==> src/rtl/step_move_scheduler.sv <==
// step_move_scheduler: two-requester stepper move arbiter and pulse-train
// sequencer with absolute half-step position tracking.
// Build option: define SOFT_START_EN to run the first 4 pulses of every move
// at twice the effective period. Without it the period is constant.
module step_move_scheduler #(
  parameter int STEP_W = 8,
  parameter int POS_W  = 12,
  parameter int DIV_W  = 16
) (
  input  logic              clk,
  input  logic              rst,
  input  logic [DIV_W-1:0]  period,
  input  logic              a_valid,
  input  logic              a_dir,
  input  logic              a_half,
  input  logic [STEP_W-1:0] a_steps,
  output logic              a_ready,
  input  logic              b_valid,
  input  logic              b_dir,
  input  logic              b_half,
  input  logic [STEP_W-1:0] b_steps,
  output logic              b_ready,
  input  logic              abort,
  output logic              step_pulse,
  output logic              step_dir,
  output logic              step_half,
  output logic              busy,
  output logic              grant_id,
  output logic              done,
  output logic              aborted,
  output logic [POS_W-1:0]  position
);

  // LOAD is the single cycle right after an accept; it keeps the divider
  // running so the first pulse still lands effective_period after accept.
  typedef enum logic [1:0] {IDLE = 2'd0, LOAD = 2'd1, RUN = 2'd2, DONE = 2'd3} state_t;

  localparam logic [DIV_W:0] ONE = (DIV_W+1)'(1);

  state_t            state, stateNext;
  logic              rrPtr;
  logic [DIV_W:0]    divider;
  logic [STEP_W-1:0] remaining;
  logic [DIV_W-1:0]  effPeriod;
  logic [DIV_W:0]    compareLimit;
  logic              compareHit;
  logic              pickB;
  logic              accept;
  logic              fire;
  logic              abortNow;
  logic [POS_W-1:0]  posStep;

  // Periods of 0 and 1 are too short for a pulse/gap pair, clamp to 2
  always_comb effPeriod = (period < DIV_W'(2)) ? DIV_W'(2) : period;

`ifdef SOFT_START_EN
  logic [2:0] rampCount;

  // Doubled limit is formed one bit wider than the period so it cannot overflow
  always_comb compareLimit = (rampCount < 3'd4) ? ({effPeriod, 1'b0} - ONE)
                                                : ({1'b0, effPeriod} - ONE);

  // Count pulses of the current move, saturating once the ramp is over
  always_ff @(posedge clk or posedge rst) begin
    if (rst) begin
      rampCount <= 3'd0;
    end else if (accept) begin
      rampCount <= 3'd0;
    end else if (fire && (rampCount < 3'd4)) begin
      rampCount <= rampCount + 3'd1;
    end
  end
`else
  // Constant pulse spacing for the whole move
  always_comb compareLimit = {1'b0, effPeriod} - ONE;
`endif

  // Greater-or-equal so a period shortened mid-move fires at once instead of
  // letting the divider run all the way round
  always_comb compareHit = (divider >= compareLimit);

  // Arbitration: a lone requester wins, a tie goes to the round-robin pointer
  always_comb begin
    pickB   = b_valid & (~a_valid | rrPtr);
    a_ready = (state == IDLE) & ~rst & a_valid & ~pickB;
    b_ready = (state == IDLE) & ~rst & pickB;
    accept  = a_ready | b_ready;
  end

  // Signed position increment for one pulse of the current move
  always_comb begin
    case ({step_dir, step_half})
      2'b11:   posStep = POS_W'(1);
      2'b10:   posStep = POS_W'(2);
      2'b01:   posStep = ~POS_W'(0);
      default: posStep = ~POS_W'(1);
    endcase
  end

  // State register
  always_ff @(posedge clk or posedge rst) begin
    if (rst) state <= IDLE;
    else     state <= stateNext;
  end

  // Next-state and pulse decision; abort wins over a coinciding compare
  always_comb begin
    stateNext = state;
    fire      = 1'b0;
    abortNow  = 1'b0;
    case (state)
      IDLE: if (accept) stateNext = LOAD;
      LOAD: begin
        if (abort) begin
          stateNext = DONE;
          abortNow  = 1'b1;
        end else begin
          stateNext = RUN;
        end
      end
      RUN: begin
        if (abort) begin
          stateNext = DONE;
          abortNow  = 1'b1;
        end else if (remaining == '0) begin
          stateNext = DONE;
        end else if (compareHit) begin
          fire = 1'b1;
        end
      end
      DONE:    stateNext = IDLE;
      default: stateNext = IDLE;
    endcase
  end

  // Move datapath: latch on accept, time pulses, count down and track position
  always_ff @(posedge clk or posedge rst) begin
    if (rst) begin
      rrPtr      <= 1'b0;
      divider    <= '0;
      remaining  <= '0;
      step_pulse <= 1'b0;
      step_dir   <= 1'b0;
      step_half  <= 1'b0;
      grant_id   <= 1'b0;
      aborted    <= 1'b0;
      position   <= '0;
    end else begin
      step_pulse <= fire;
      if (accept) begin
        step_dir  <= pickB ? b_dir : a_dir;
        step_half <= pickB ? b_half : a_half;
        remaining <= pickB ? b_steps : a_steps;
        grant_id  <= pickB;
        rrPtr     <= ~pickB;
        divider   <= '0;
        aborted   <= 1'b0;
      end else if ((state == LOAD) || (state == RUN)) begin
        divider <= fire ? '0 : divider + ONE;
        if (abortNow) aborted <= 1'b1;
      end
      if (fire) begin
        remaining <= remaining - STEP_W'(1);
        position  <= position + posStep;
      end
    end
  end

  assign busy = (state != IDLE);
  assign done = (state == DONE);

endmodule

==> config.mk <==
export PLATFORM = sky130hd
export DESIGN_NAME = step_move_scheduler
export DESIGN_NICKNAME = d
export VERILOG_FILES = /design/src/rtl/step_move_scheduler.sv
export SDC_FILE = /design/constraint.sdc
export NUM_CORES = 1
export LEC_CHECK = 0
export ABC_AREA = 0
export CAP_MARGIN = 20
export CORE_AREA = 2 2 96 75
export DETAILED_ROUTE_END_ITERATION = 8
export DIE_AREA = 0 0 98 77
export PLACE_DENSITY = 0.8
export SETUP_SLACK_MARGIN = 0.4
export SLEW_MARGIN = 40
export SYNTH_ARGS = -nofsm -noshare
export SYNTH_HDL_FRONTEND = slang
export SYNTH_SLANG_ARGS = --single-unit
==> constraint.sdc <==
create_clock -name clk -period 2.9 [get_ports clk]
set_clock_uncertainty 0.05 [all_clocks]
set_input_delay 0.58 -clock clk [delete_from_list [all_inputs] [get_ports clk]]
set_output_delay 0.58 -clock clk [all_outputs]
set_load 0.02 [all_outputs]
==> results of run 1 <==
-- routing by layer --
| layer | vias up | track usage, % | routed length [µm] | part of all wire, % |
|---|---|---|---|---|
| met5 | - | 0 | 0 | 0 |
| met4 | 0 | 4.17 | 193 | 1.9 |
| met3 | 26 | 5.56 | 667 | 6.4 |
| met2 | 157 | 39.0 | 4940 | 48 |
| met1 | 1675 | 35.8 | 4550 | 44 |
| li1 | 1670 | - | - | - |
-- cell type report --
cell class | count | area [µm²] | share of cell area (%)
Inverter | 14 | 56.3 | 1.13
Clock buffer | 7 | 86.3 | 1.73
Timing Repair Buffer | 125 | 1180 | 23.7
Tap cell | 84 | 105 | 2.10
Multi-Input combinational cell | 327 | 2440 | 48.9
Sequential cell | 45 | 1130 | 22.5
-- worst paths after layout --
path / cells after the start / endpoint / startpoint / slack (ns)
max in group asynchronous: 3 / divider[15] / rst / 1.62
setup / recovery: 17 / remaining[3] / period[2] / -1.01
min in group asynchronous: 2 / rrPtr / rst / 0.61
hold / removal: 2 / grant_id / grant_id / 0.43
hold reg to reg: 2 / grant_id / grant_id / 0.43
setup reg to reg: 9 / position[10] / step_dir / -0.01
-- sequential cells by signal, indices dropped and copies added, names as in the netlist --
name        cells
rrPtr           1
position       12
state           2
grant_id        1
remaining       8
divider        17
step_dir        1
step_pulse      1
step_half       1
aborted         1
-- layout by cell type, fill, tap and decap left out, drive strengths merged, types with 3 or more instances in the layout --
master and count:
xnor2 17, dfrtp 45, a31oi 5, a21oi 26, a21o 5, clkdlybuf4s15 7, ha 37, o21a 3
buf 65, and3 6, xor2 19, a221o 3, clkbuf 10, inv 13, mux2i 3, nor4 6
dlygate4sd2 5, clkdlybuf4s50 45, o211ai 5, nor2 42, nor3 12, o21ai 24, nand2b 3, nand2 57
nand3 10, nand4 9
-- power by group through the flow --
stage | sequential (W) | combinational, W | clock [W]
floorplan | 0.000924 | 0.000840 | 0
global placement | 0.000914 | 0.00123 | 0
detailed placement | 0.000923 | 0.00128 | 0
CTS | 0.000911 | 0.00131 | 0.000403
global route | 0.000939 | 0.00158 | 0.000430
finish | 0.000923 | 0.00144 | 0.000399
-- per-stage QoR --
stage / setup TNS, ns / area [µm²] / total power, W / instances
after detailed placement: -59.61 / 4510 / 0.00220 / 574
after floorplan: -45.29 / 3530 / 0.00176 / 396
final: -35.41 / 5000 / 0.00276 / 602
after global routing: -42.41 / 5000 / 0.00295 / 602
after CTS: -32.90 / 4790 / 0.00262 / 596
after global placement: -55.65 / 4510 / 0.00215 / 574
-- critical path, stage by stage --
cell and delay, ns:
buf_6 0.09, or3_4 0.40, nor4_4 0.17, nor3b_4 0.24, nand2b_4 0.17, ha_4 0.18
nand3_4 0.09, xor2_2 0.15, ha_1 0.35, nand4_1 0.15, or4_4 0.56, o211ai_4 0.26
nand2_4 0.12, inv_4 0.10, buf_6 0.11, nor3_1 0.07, a211o_1 0.25
-- logic make-up (layout without fill, tap and decap cells) --
group	after synthesis	count (layout)	share of synthesized area, %
muxes	3	3	0.868
AOI/OAI and AO/OA	90	90	17.5
and+or+nand+nor	160	160	22.4
adders and majority gates	38	38	14.0
DFF	45	45	32.5
buffers and inverters	24	146	3.62
xor gates and xnor gates	36	36	9.11
-- what timing repair did --
item / CTS / global route
pin swaps: 18 / 17
setup buffers: 14 / 4
resized for setup: 50 / 37
setup endpoints to repair: 40 / 40
cloned: 1 / 2
==> metrics.txt, run 1 <==
status=finished, violations left; violated checks=setup timing; dpl ws=-1.69 ns; grt total ovfl=0; die area=between 7000 and 8000 µm²; clk_lat worst skew=approximately 0.30 ns; post-synthesis sequential area ratio=about a third; Comb pwr share=roughly 52%; final hold violations=0; Pleak=approximately 2.3 nW; sw frac=about 43%; syn nets=approximately 480; layout cells sized above 1=approximately a quarter; Max Fclk=between 200 and 300 MHz; initial core utilization=between 50% and 60%; first-pass GRT wire length=15600 µm; drc violations=0; Reg power frac=33.4%; main area contributors after synthesis=dfrtp_1 33%, ha_1 13%, nand2_1 6.1%; largest net degree at the start of global routing=23; Mapped Cells=396; die height=around 77 µm; CTS Hold Buffers Added=0; Longest Clk Path Bufs=2; peak supply drop=roughly 0.00048 V; Max FO, Critical Path=5; Final nets=~600; vias in the first global route=between 3000 and 4000; asr flop ratio synth=100%; Routability Congestion=between 0.8 and 0.9; Setup WS post-layout=-1.01 ns; CTS root buf=clkbuf_8; DR iter-0 viols=between 200 and 250; Seq cells post-synth=between 40 and 50; fin. max-slew vios=0; critical path startpoint category=input pin; Synth area leader=dfrtp_1; H-tree levels=2; CTS tree=built; net switching power=0.00118 W; Period Utilization, post-route=135%; synthesized cell area=3460 µm²; RSZ-0062 raised after global routing=yes; Layout fillers=between 400 and 500; Pint=0.00158 W; Core Rows=26; Critical Path RT=3.03 ns; die width=98 µm; Arr. time, crit path=around 4 ns; prevailing post-synth register cell=dfrtp_1; Setup CP Type=input pin to flip-flop; Min Hold Slack=around 0.43 ns; PwrDens=roughly 550 nW/µm²; initial antenna violation count=0; library cells used by synthesis=between 50 and 60; fin util=between 70% and 80%; HPWL Detailed=between 6000 and 7000 µm; Commonest cells post-synth=56 x nand2_1, 45 x dfrtp_1, 42 x nor2_1; DRT antenna net count=0; area share of the largest cell type after synthesis=between 30% and 40%; Buffers on Ports=just over 60; min-delay worst type=flip-flop to flip-flop; top-count cell post-synth=nand2_1; Avg Synthesized Cell Area=slightly below 9 µm²; Slew @ Worst Pin=just over 0.6 ns; clock share of power=between 10% and 20%; antenna cells=0; vias=3528; Clock Sinks=between 40 and 50; Synth warnings=0; Pre-Repair DR Iteration Count=5; Worst setup EP type=flip-flop; Post-synth EDFFs=0; core area=approximately 6600 µm²; P&R area growth vs syn=44.6%; via/cell ratio=about 5.9; All-Layer GR Usage=24.9%; Boundary Pins=slightly above 60; Worst-path clk slew=around 0.090 ns; min cycle time layout=3.91 ns; Finish-stage setup viols=38; max-cap violations=0; Avg WL per Cell=17.2 µm; Relative slew margins=about three fifths; TritonCTS buffer count=5; drt total wl=a little over 10000 µm
No activity file was read; power rests on OpenSTA's default activity.
==> run 2, diff against run 1 <==
--- a/config.mk
+++ b/config.mk
@@ -12,7 +12,6 @@
 export DIE_AREA = 0 0 98 77
 export PLACE_DENSITY = 0.8
 export SETUP_SLACK_MARGIN = 0.4
-export SLEW_MARGIN = 40
 export SYNTH_ARGS = -nofsm -noshare
 export SYNTH_HDL_FRONTEND = slang
 export SYNTH_SLANG_ARGS = --single-unit
==> run 2 against run 1 <==
Against the previous run: the run still ends with setup timing left; non-clock buffer count is 3 lower; first-iteration DRC count is 13% higher; sequential share of layout area is 0.48 points higher; design area is 2.1% lower; wire length is 7.1% lower; die area stayed put; critical endpoint is now divider[10]; largest cell class unchanged; largest power group unchanged.
==> metrics.txt, run 2 (same netlist as run 1, synthesis figures left out) <==
violated checks=setup timing (unchanged); core area=6600 µm² (unchanged); die area=7550 µm² (unchanged); layout cells sized above 1=22.5% (was 24.1%); overall power=0.00270 W (was 0.00276 W); most frequent cells in the layout=53 x buf_4, 52 x nand2_1, 45 x dfrtp_1, 45 x clkdlybuf4s50_1 (was 52 x buf_4, 48 x nand2_1, 45 x dfrtp_1, 45 x clkdlybuf4s50_1, 37 x nor2_1); Routability Congestion=0.882 (unchanged); grt total ovfl=0 (unchanged); Core Rows=26 (unchanged); Relative slew margins=44.3% (was 59.0%); H-tree levels=2 (unchanged); CTS tree=built (unchanged); Boundary Pins=62 (unchanged); HPWL Detailed=6790 µm (was 6800 µm); drc violations=0 (unchanged); via/cell ratio=5.74 (was 5.86); peak supply drop=0.000470 V (was 0.000485 V); min-delay worst type=flip-flop to flip-flop (unchanged); Setup TNS=-42.25 ns (was -35.41 ns); sw frac=42.5% (was 42.9%); Min Hold Slack=0.433 ns (about the same); RSZ-0062 raised after global routing=yes (unchanged); P&R area growth vs syn=41.6% (was 44.6%); Avg WL per Cell=16.0 µm (was 17.2 µm); Period Utilization, post-route=141% (was 135%); Pre-Repair DR Iteration Count=5 (unchanged); PwrDens=552 nW/µm² (about the same); Longest Clk Path Bufs=2 (unchanged); die width=98 µm (unchanged); Setup WS post-layout=-1.18 ns (was -1.01 ns); Largest register FFs=17 (unchanged); fin util=74.2% (was 75.8%); clock share of power=14.8% (was 14.4%); Pleak=2.27 nW (was 2.30 nW); Comb pwr share=51.0% (was 52.2%); biggest regs=divider: 17 flops, position: 12 flops, remaining: 8 flops (unchanged); antenna cells=0 (unchanged); All-Layer GR Usage=25.7% (was 24.9%); clk_lat worst skew=0.31 ns (was 0.30 ns); first-pass GRT wire length=16000 µm (was 15600 µm); Buffers on Ports=61 (unchanged); TritonCTS buffer count=5 (unchanged); Reg power frac=34.2% (was 33.4%); Finish-stage setup viols=38 (unchanged); net switching power=0.00115 W (was 0.00118 W); initial antenna violation count=0 (unchanged); CTS Hold Buffers Added=0 (unchanged); Pint=0.00156 W (was 0.00158 W); Setup CP Type=input pin to flip-flop (unchanged); final hold violations=0 (unchanged); Clock Sinks=45 (unchanged); final instance area=4900 µm² (was 5000 µm²); min cycle time layout=4.08 ns (was 3.91 ns); max-cap violations=0 (unchanged); DRT antenna net count=0 (unchanged); vias in the first global route=3386 (was 3350); CTS root buf=clkbuf_8 (unchanged); vias=3437 (was 3528); Placed Area=4510 µm² (about the same); Final nets=594 (was 597); Max Fclk=245 MHz (was 256 MHz); Critical Path RT=3.04 ns (was 3.03 ns); status=finished, violations left (unchanged); Arr. time, crit path=4.22 ns (was 4.03 ns); die height=77 µm (unchanged); Worst setup EP type=flip-flop (unchanged); initial core utilization=52.4% (unchanged); fin. max-slew vios=0 (unchanged); Max FO, Critical Path=5 (unchanged); largest net degree at the start of global routing=25 (was 23); Slew @ Worst Pin=0.831 ns (was 0.611 ns); most common cell after layout, fill and taps aside=buf_4 (unchanged); Worst-path clk slew=0.08 ns (was 0.09 ns); largest register by flop count=divider (unchanged); drt total wl=9610 µm (was 10400 µm); critical path startpoint category=input pin (unchanged); DR iter-0 viols=275 (was 243)
-- run 2: cell count changes in the layout (fill, tap and decap cells not counted), moves of 2 or more --
cell             delta
clkdlybuf4s15_1     -2
clkbuf_16           -2
nand2_1             +4
nand3_1             +2
nor2_2              +2
nand2_2             -4
o21ai_1             +3
nand3_2             -2
o21ai_0             -2
-- run 2: routing by layer --
| metal | GRT usage [%] | vias to the layer above | wire, µm |
|---|---|---|---|
| li1 | - | 1668 | - |
| met4 | 6.81 | 0 | 224 |
| met5 | 0 | - | 0 |
| met1 | 36.6 | 1611 | 4420 |
| met2 | 39.7 | 134 | 4400 |
| met3 | 5.47 | 24 | 568 |
-- run 2: worst max-delay path, stage by stage --
cell and delay, ns:
buf_6 0.09, or3_4 0.39, nor4_4 0.25, nor3b_4 0.29, nand2b_4 0.18, ha_4 0.18
nand2_4 0.07, nor3_4 0.12, xnor2_1 0.09, ha_1 0.33, nand4_1 0.14, or4_4 0.55
o211ai_4 0.27, nand2_4 0.12, buf_6 0.14, o21ai_4 0.20, buf_6 0.16, nor2_1 0.05
-- run 2: area by class of cell --
class | instances | area [µm²]
Clock buffer | 7 | 86.3
Fill cell | 468 | 1710
Inverter | 14 | 55.1
Multi-Input combinational cell | 327 | 2430
Sequential cell | 45 | 1130
Tap cell | 84 | 105
Timing Repair Buffer | 122 | 1100
-- run 2: timing repair --
item | 4_1_cts | 5_1_grt
resized for setup | 55 | 29
pin swaps | 19 | 19
endpoints found under the setup margin | 41 | 41
setup buffers | 13 | 4
cloned | 1 | 0
-- run 2: worst paths after layout --
path	start	end	slack, ns	depth (start not counted)
max	period[2]	divider[10]	-1.18	18
min	grant_id	grant_id	0.43	2
max reg2reg	step_half	position[10]	0.08	9
min reg2reg	grant_id	grant_id	0.43	2
max in group asynchronous	rst	divider[16]	1.48	3
min in group asynchronous	rst	rrPtr	0.67	2
-- run 2: power by group through the flow --
stage / Sequential (W) / Clock [W] / Combinational, W
2_1_floorplan: 0.000924 / 0 / 0.000840
3_3_place_gp: 0.000914 / 0 / 0.00123
3_5_place_dp: 0.000924 / 0 / 0.00127
4_1_cts: 0.000911 / 0.000406 / 0.00133
5_1_grt: 0.000942 / 0.000428 / 0.00153
6_report: 0.000923 / 0.000401 / 0.00138
-- run 2: through the flow --
stage                     setup WS, ns  std cells
after floorplan                  -1.31        396
after global placement           -1.56        574
after detailed placement         -1.69        574
after CTS                       -0.933        595
after global routing             -1.32        599
final                            -1.18        599
